File: config.mk
export PLATFORM = sky130hd
export DESIGN_NAME = imem_loader
export DESIGN_NICKNAME = d
export VERILOG_FILES = /design/src/rtl/loader_pkg.sv /design/src/rtl/imem_loader_word_assembler.sv /design/src/rtl/imem_loader.sv
export SDC_FILE = /design/constraint.sdc
export NUM_CORES = 1
export LEC_CHECK = 0
export ABC_AREA = 0
export BUFFER_PORTS_ARGS = -buffer_cell sky130_fd_sc_hd__buf_2
export CORE_ASPECT_RATIO = 1.4
export CORE_MARGIN = 5
export CORE_UTILIZATION = 40
export DETAILED_ROUTE_END_ITERATION = 8
export HOLD_SLACK_MARGIN = 0.12
export MAX_ROUTING_LAYER = met4
export PLACE_DENSITY = 0.67
export SLEW_MARGIN = 20
export SYNTH_ARGS = -nofsm -noshare
export SYNTH_HDL_FRONTEND = slang
export SYNTH_SLANG_ARGS = --single-unit
File: constraint.sdc
create_clock -name clock -period 1.97 [get_ports clock]
set_input_delay 0.0985 -clock clock [delete_from_list [all_inputs] [get_ports clock]]
set_output_delay 0.0985 -clock clock [all_outputs]
set_load 0.01 [all_outputs]
File: src/rtl/loader_pkg.sv
// Shared types and constants for the instruction-memory loader.
package loader_pkg;

   localparam int BYTES_PER_WORD = 4;
   localparam int BYTE_IDX_W     = 2;

   // Byte index of the most significant lane; a handshake here completes a word.
   localparam logic [BYTE_IDX_W-1:0] LAST_BYTE_IDX = BYTE_IDX_W'(BYTES_PER_WORD - 1);

   typedef enum logic [2:0] {
      ST_IDLE   = 3'd0,
      ST_LOAD   = 3'd1,
      ST_FINISH = 3'd2,
      ST_DONE   = 3'd3,
      ST_ERROR  = 3'd4
   } state_t;

   // Running image checksum: plain modulo-2^32 word sum.
   function automatic logic [31:0] checksum_add(input logic [31:0] acc,
                                                input logic [31:0] word);
      return acc + word;
   endfunction

endpackage

File: src/rtl/imem_loader_word_assembler.sv
// Collects image bytes little-endian into 32-bit words. The three lower
// lanes are held in a shift register; the fourth byte is taken straight
// from the input so the completed word is available in the handshake cycle.
module word_assembler
   import loader_pkg::*;
(
   input  logic        clock,
   input  logic        reset,
   input  logic        clear,
   input  logic        accept,
   input  logic [7:0]  byte_data,
   output logic [1:0]  byte_idx,
   output logic        word_done,
   output logic [31:0] word
);

   logic [23:0] lanes_r;
   logic [1:0]  idx_r;

   // Shift each accepted byte in from the top so the first byte of a word ends in [7:0]
   always_ff @(posedge clock) begin
      if (reset) begin
         lanes_r <= 24'd0;
         idx_r   <= 2'd0;
      end else if (clear) begin
         lanes_r <= 24'd0;
         idx_r   <= 2'd0;
      end else if (accept) begin
         lanes_r <= {byte_data, lanes_r[23:8]};
         idx_r   <= idx_r + 2'd1;
      end
   end

   assign byte_idx  = idx_r;
   assign word_done = accept && (idx_r == LAST_BYTE_IDX);
   assign word      = {byte_data, lanes_r};

endmodule

File: src/rtl/imem_loader.sv
// Instruction-memory loader: accepts a byte-stream program image, writes
// it word by word into instruction memory and releases the CPU from reset
// once the whole image is in place.
// Optional feature macro: LOADER_CHECKSUM_EN -- the final image word is a
// checksum (mod-2^32 sum of all preceding words), compared and not written.
module imem_loader
   import loader_pkg::*;
#(
   parameter int MEM_WORDS = 256,
   parameter int ADDR_W    = 32
) (
   input  logic              clock,
   input  logic              reset,
   input  logic              start,
   input  logic              byte_valid,
   input  logic [7:0]        byte_data,
   input  logic              byte_last,
   output logic              byte_ready,
   output logic              mem_we,
   output logic [ADDR_W-1:0] mem_addr,
   output logic [31:0]       mem_wdata,
   output logic              cpu_reset,
   output logic              done,
   output logic              error
);

   // Wide enough to hold MEM_WORDS itself, the "memory full" marker.
   localparam int WIDX_W = $clog2(MEM_WORDS + 1);

   state_t            state_r, next_state_s;
   logic [WIDX_W-1:0] word_idx_r, word_idx_s;
   logic              byte_ready_r, mem_we_r, cpu_reset_r, done_r, error_r;
   logic [ADDR_W-1:0] mem_addr_r;
   logic [31:0]       mem_wdata_r;
   logic              hs_s, clear_s, write_s, word_done_s;
   logic [1:0]        byte_idx_s;
   logic [31:0]       word_s;
`ifdef LOADER_CHECKSUM_EN
   logic [31:0]       sum_r, sum_s;
`endif

   assign hs_s = byte_valid & byte_ready_r;

   word_assembler u_asm (
      .clock     (clock),
      .reset     (reset),
      .clear     (clear_s),
      .accept    (hs_s),
      .byte_data (byte_data),
      .byte_idx  (byte_idx_s),
      .word_done (word_done_s),
      .word      (word_s)
   );

   // State register
   always_ff @(posedge clock) begin
      if (reset) begin
         state_r <= ST_IDLE;
      end else begin
         state_r <= next_state_s;
      end
   end

   // Next-state decode: word writes, overflow and truncation detection
   always_comb begin
      next_state_s = state_r;
      word_idx_s   = word_idx_r;
      clear_s      = 1'b0;
      write_s      = 1'b0;
`ifdef LOADER_CHECKSUM_EN
      sum_s        = sum_r;
`endif
      case (state_r)
         ST_IDLE, ST_DONE, ST_ERROR: begin
            if (start) begin
               next_state_s = ST_LOAD;
               word_idx_s   = {WIDX_W{1'b0}};
               clear_s      = 1'b1;
`ifdef LOADER_CHECKSUM_EN
               sum_s        = 32'd0;
`endif
            end else begin
               next_state_s = state_r;
            end
         end
         ST_LOAD: begin
            if (!hs_s) begin
               next_state_s = ST_LOAD;
            end else if (word_idx_r == WIDX_W'(MEM_WORDS)) begin
               next_state_s = ST_ERROR;
            end else if (byte_last && (byte_idx_s != LAST_BYTE_IDX)) begin
               // Truncated final word: drop it rather than write a partial word.
               next_state_s = ST_ERROR;
            end else if (word_done_s) begin
`ifdef LOADER_CHECKSUM_EN
               if (byte_last) begin
                  next_state_s = (word_s == sum_r) ? ST_FINISH : ST_ERROR;
               end else begin
                  write_s      = 1'b1;
                  word_idx_s   = word_idx_r + WIDX_W'(1);
                  sum_s        = checksum_add(sum_r, word_s);
                  next_state_s = ST_LOAD;
               end
`else
               write_s    = 1'b1;
               word_idx_s = word_idx_r + WIDX_W'(1);
               if (byte_last) begin
                  next_state_s = ST_FINISH;
               end else begin
                  next_state_s = ST_LOAD;
               end
`endif
            end else begin
               next_state_s = ST_LOAD;
            end
         end
         ST_FINISH: begin
            next_state_s = ST_DONE;
         end
         default: begin
            next_state_s = ST_IDLE;
         end
      endcase
   end

   // Counters, write port and status outputs, all registered from the next state
   always_ff @(posedge clock) begin
      if (reset) begin
         word_idx_r   <= {WIDX_W{1'b0}};
         mem_we_r     <= 1'b0;
         mem_addr_r   <= {ADDR_W{1'b0}};
         mem_wdata_r  <= 32'd0;
         byte_ready_r <= 1'b0;
         done_r       <= 1'b0;
         error_r      <= 1'b0;
         cpu_reset_r  <= 1'b1;
`ifdef LOADER_CHECKSUM_EN
         sum_r        <= 32'd0;
`endif
      end else begin
         word_idx_r   <= word_idx_s;
         mem_we_r     <= write_s;
         if (write_s) begin
            mem_addr_r  <= ADDR_W'({word_idx_r, 2'b00});
            mem_wdata_r <= word_s;
         end
         byte_ready_r <= (next_state_s == ST_LOAD);
         done_r       <= (next_state_s == ST_DONE);
         error_r      <= (next_state_s == ST_ERROR);
         cpu_reset_r  <= (next_state_s != ST_DONE);
`ifdef LOADER_CHECKSUM_EN
         sum_r        <= sum_s;
`endif
      end
   end

   assign byte_ready = byte_ready_r;
   assign mem_we     = mem_we_r;
   assign mem_addr   = mem_addr_r;
   assign mem_wdata  = mem_wdata_r;
   assign cpu_reset  = cpu_reset_r;
   assign done       = done_r;
   assign error      = error_r;

endmodule

-- After elaboration in Yosys (flattened, before gate mapping)
Index checks and enable logic that the tools add are counted.
- word-level logic and storage cells: 57
- output and inout port bits: 69
- input port bits: 13
- register bits after elaboration: 84
- equal/unequal tests: 16
- reduce and logical (&&, ||, !) cells: 7
- multiplexer cells: 20
- $add $sub $neg: 2
- bitwise logic cells: 1
- operator list (cell ; count):
    9-bit two-way mux ; 5
    9-bit one-hot mux with 2 select lines ; 1
    3-bit two-way mux ; 5
    9-bit by 1-bit adder with 9-bit output, second input constant ; 1
    3-bit by 2-bit equality test with 1-bit output, second input constant ; 3
    9-bit equality test, second input constant ; 1
    3-bit one-hot mux with 3 select lines ; 1
    2-bit inequality test, second input constant ; 4
    1-bit two-way mux ; 7
    3-bit by 1-bit equality test with 1-bit output, second input constant ; 2
    3-bit equality test, second input constant ; 2
    6-bit AND reduction ; 1
    2-bit by 1-bit inequality test with 1-bit output, second input constant ; 2
    3-bit zero test ; 1
    3-bit by 2-bit inequality test with 1-bit output, second input constant ; 1
    3-bit OR reduction ; 1
    2-bit by 1-bit adder with 2-bit output, second input constant ; 1
    2-bit equality test, second input constant ; 1
    1-bit logical AND ; 2
    2-bit two-way mux ; 1
    2-bit nonzero test ; 1
    2-bit OR reduction ; 1
    1-bit AND ; 1

-- Longest topological paths before layout
- word-level depth: 8
- depth in mapped cells: 9
- mapped depth without buffers: 7

-- Modules after synthesis
A second synthesis with hierarchy kept.
- cells, all modules: 400
- area, all modules: 3647.2 µm²
- modules (own cells, without submodules) (module ; instances ; sequential area each (µm²) ; cells each ; area an instance (µm²)):
    imem_loader ; 1 ; 1161.1 ; 305 ; 2607.5
    word_assembler ; 1 ; 520.5 ; 95 ; 1039.7

-- Worst setup path after synthesis
No wires, ideal clock.
- path kind: register to register
- from: register word_idx_r[0]
- to: register word_idx_r[3]
- clock period less this slack: 1.956 ns
- setup slack: 0.014 ns
- data required time: 1.900 ns
- setup time: 0.070 ns
- arrival time: 1.885 ns
- stages on the path, launching flop included: 9
- buffers on the path: 1
- path through: dfxtp_1 > inv_1 > ha_1 > or4b_4 > o211ai_4 > and3_1 > buf_2 > or4_1 > a21oi_1
- longest elaborated chain between the ends: 6
- elaborated cells on any way between the ends: 9
- those cells by class: 1 x add/sub; 2 x eq/ne; 5 x mux; 1 x reduce/logical
- RTL lines (element ; RTL line ; text):
    start: declaration ; imem_loader.sv:31 ; logic [WIDX_W-1:0] word_idx_r, word_idx_s;
    start signal: assignment ; imem_loader.sv:129 ; word_idx_r <= {WIDX_W{1'b0}};
    start signal: assignment ; imem_loader.sv:141 ; word_idx_r <= word_idx_s;
    9-bit by 1-bit adder with 9-bit output ; imem_loader.sv:106 ; word_idx_s = word_idx_r + WIDX_W'(1);
    9-bit two-way mux ; imem_loader.sv:94 ; end else if (word_done_s) begin
    9-bit two-way mux ; imem_loader.sv:91 ; end else if (byte_last && (byte_idx_s != LAST_BYTE_IDX)) begin
    9-bit two-way mux ; imem_loader.sv:89 ; end else if (word_idx_r == WIDX_W'(MEM_WORDS)) begin
    9-bit two-way mux ; imem_loader.sv:87 ; if (!hs_s) begin
    9-bit one-hot mux with 2 select lines ; imem_loader.sv:73 ; case (state_r)
Parallel ways exist; a longest one is shown, timed or not. The select of a mux whose other input is x is not followed.
A chain may end at the register's enable or synchronous reset.

-- Final worst setup path
- from: register word_idx_r[0]
- to: register word_idx_r[8]
Same word-level chain as after synthesis.

==> impl_metrics.toml <==
[run_status]
status = "complete, no violations"

[synthesis]
yosysSeqAreaShare_pct = 50.15
synth_top_flop_cell = "dfxtp_1"
ys_seq_elements = 84
ys_async_sr_fraction_pct = 0
synth_edf_count = 0
yosys_warnings = 0
yosys-top-cells-area = "dfxtp_1 (50%), nand2_1 (15%), a21oi_1 (11%), buf_4 (5.6%), clkbuf_1 (2.6%)"
synth_top_cell_area_share_pct = 50.15
synth_area_sq_um = 3353
yosysTopAreaCell = "dfxtp_1"
syn_inst = 418
avgSynthCellArea_sq_um = 8.022
synth_cell_types = 37

[die]
die_area_sq_um = 10340
io_pins = 82
rows = 39
die_x_um = 87.38
start_util_pct = 40.90
core-area_sq_um = 8198
die_h_um = 118.3

[cells_and_area]
nNetsFinal = 506
mostFrequentLayoutCells = "nand2_1 (135), dfxtp_1 (82), a21oi_1 (75)"
mostFrequentLayoutCell = "nand2_1"
drive_gt1_share_pct = 21.46
area_growth_syn_to_layout_pct = 23.88
utilization_pct = 50.67
diodes = 0
fillerInstances = 822

[grt]
grt_max_degree = 43
grt_pass1_vias = 2795
antenna_found_initial = 0
grt_pass1_wl_um = 12690
overflow = 0
grt_use_total_pct = 15.73

[placement]
globalplace.congestion = 0.8423
dp_hpwl_um = 5356
port_buffers = 58

[timing]
tightest_slew_ns = 0.5031
finalMaxSlewViolations = 0
hold_ws_ns = 0.1377
period_needed_ns = 1.928
relSlewSlack_pct = 66.46
setup_viol = 0
fmax_ghz = 0.5187
finClkSkew_ns = 0.004662
period_share_pct = 97.86
fin_setup_tns_ns = 0
rsz0062_at_grt = "true"
final-hold-violation-count = 0

[setup_path]
cp_max_fo = 10
crit_path_start_kind = "register"
reg2regPathDepth = 8
arrival_ns = 2.19
r2r_setup_slack_ns = 0.04
rr_endpoint = "word_idx_r[8]"
worstSetupPathType = "register to register"
worstReg2RegStart = "word_idx_r[0]"
crit_required_ns = 2.23
end_kind = "register"

[clocking]
cts_tree = "done"
cts_buffer_depth = 2
path_clk_slew_ns = 0.06
h-tree-depth = 3
root_buffer = "clkbuf_16"
clock_sinks = 84
cts_buffers = 9
cts_setup_buffers = 0
clk_latency_ns = 0.33

[route]
routed_via_density = 4.943
wl_per_cell_um = 13.13
drt_iter0_drc = 97
dr_total_vias = 2946
drt-total-wl_um = 7825
first_pass_iters = 4
drc = 0
drtAntennaViolNets = 0

[job]
maxCapViolCount = 0

[power]
power_leakage_nw = 1.652
powerDensity_nw_per_um2 = 866.0
total_power_mw = 3.597
ir_drop_v = 0.0005461

[worst_hold_path]
hold_path.class = "primary input to register"
hold_end = "mem_we"
min_path_cells = 2
holdCritStartpoint = "reset"
-- critical path: stages (launching register included) --
cell and delay [ns]:
dfxtp_2 0.33, inv_1 0.04, ha_1 0.17, or4b_4 0.22, o211ai_4 0.09, and3_4 0.19, buf_4 0.16, or4_1 0.51
a21oi_1 0.16
-- power by group --
group	switching [mW]	internal [mW]	total, mW
logic	0.159	0.0893	0.248
clock network	0.644	0.975	1.62
registers	0.0148	1.72	1.73
total	0.817	2.78	3.60
-- per-stage QoR --
step	worst slack, ns	std cells	instance area (sq um)
floorplan	0.01448	440	3436
global placement	0.01574	572	3747
detailed placement	-0.02513	572	3747
CTS	0.01665	596	4125
global route	-0.02855	596	4154
finish	0.04223	596	4154
-- cell usage after synthesis (all sizes together) (2+ instances only) --
| library cell | number |
|---|---|
| or2 | 3 |
| nand2 | 135 |
| or4 | 7 |
| buf | 27 |
| a31oi | 2 |
| o21ai | 3 |
| clkbuf | 23 |
| and3 | 4 |
| or4b | 2 |
| nand3 | 3 |
| dfxtp | 84 |
| nand4 | 2 |
| inv | 8 |
| o211ai | 3 |
| nor2b | 2 |
| a21oi | 76 |
| nor2 | 9 |
| and2 | 2 |
| o31ai | 7 |
| ha | 3 |
-- cells by family (layout without fill, tap and decap cells) --
kind of cell,count (synthesis),count (layout),synth area share (%)
compound gates,97,97,16.31
xor+xnor,1,1,0.2612
fa+ha+maj,3,3,1.120
buf+inv,58,112,9.366
flops,84,84,50.15
other cells,1,23,0.1118
simple gates,174,174,22.69
-- worst max path at each step --
stage                             start             to  slack, ns  cells after the start
after floorplan           word_idx_r[0]  word_idx_r[3]       0.01                      8
after global placement    word_idx_r[0]      cpu_reset       0.02                      7
after detailed placement  word_idx_r[0]     state_r[0]      -0.03                      7
after CTS                 word_idx_r[0]  word_idx_r[8]       0.02                      8
after global routing         state_r[0]  word_idx_r[7]      -0.03                      6
final                     word_idx_r[0]  word_idx_r[8]       0.04                      8
-- sequential cells by signal, summed over array words and instances, names as in the netlist --
signal and cells:
mem_we 1, mem_addr 9, error 1, done 1, mem_wdata 32, word_idx_r 9, u_asm.byte_idx 2, u_asm.lanes_r 24
byte_ready 1, state_r 3, cpu_reset 1
-- routing by layer --
layer | up-vias | share of wire (%) | wire, um | track usage, %
li1 | 1482 | - | - | -
met5 | - | 0 | 0 | -
met3 | 11 | 5.3 | 412 | 3.758
met1 | 1384 | 41 | 3178 | 16.80
met2 | 69 | 52 | 4081 | 26.93
met4 | 0 | 1.9 | 152 | 7.102
-- area by class of cell --
type | instances | area (sq um) | share of cell area (%)
inverter | 8 | 30.03 | 0.7229
tap | 102 | 127.6 | 3.072
clock buffer | 11 | 232.7 | 5.602
timing repair buffer | 89 | 561.8 | 13.52
multi-input combinational | 298 | 1466 | 35.30
clock inverter | 4 | 51.30 | 1.235
sequential | 84 | 1684 | 40.54
-- what timing repair did --
action,in CTS,in global routing
endpoints found under the setup margin,4,51
resized for setup,1,8
cloned,0,0
endpoints found under the hold margin,20,0
pin swaps,0,4
hold buffers,9,0
Note: power is estimated with default switching activity, not from simulation.
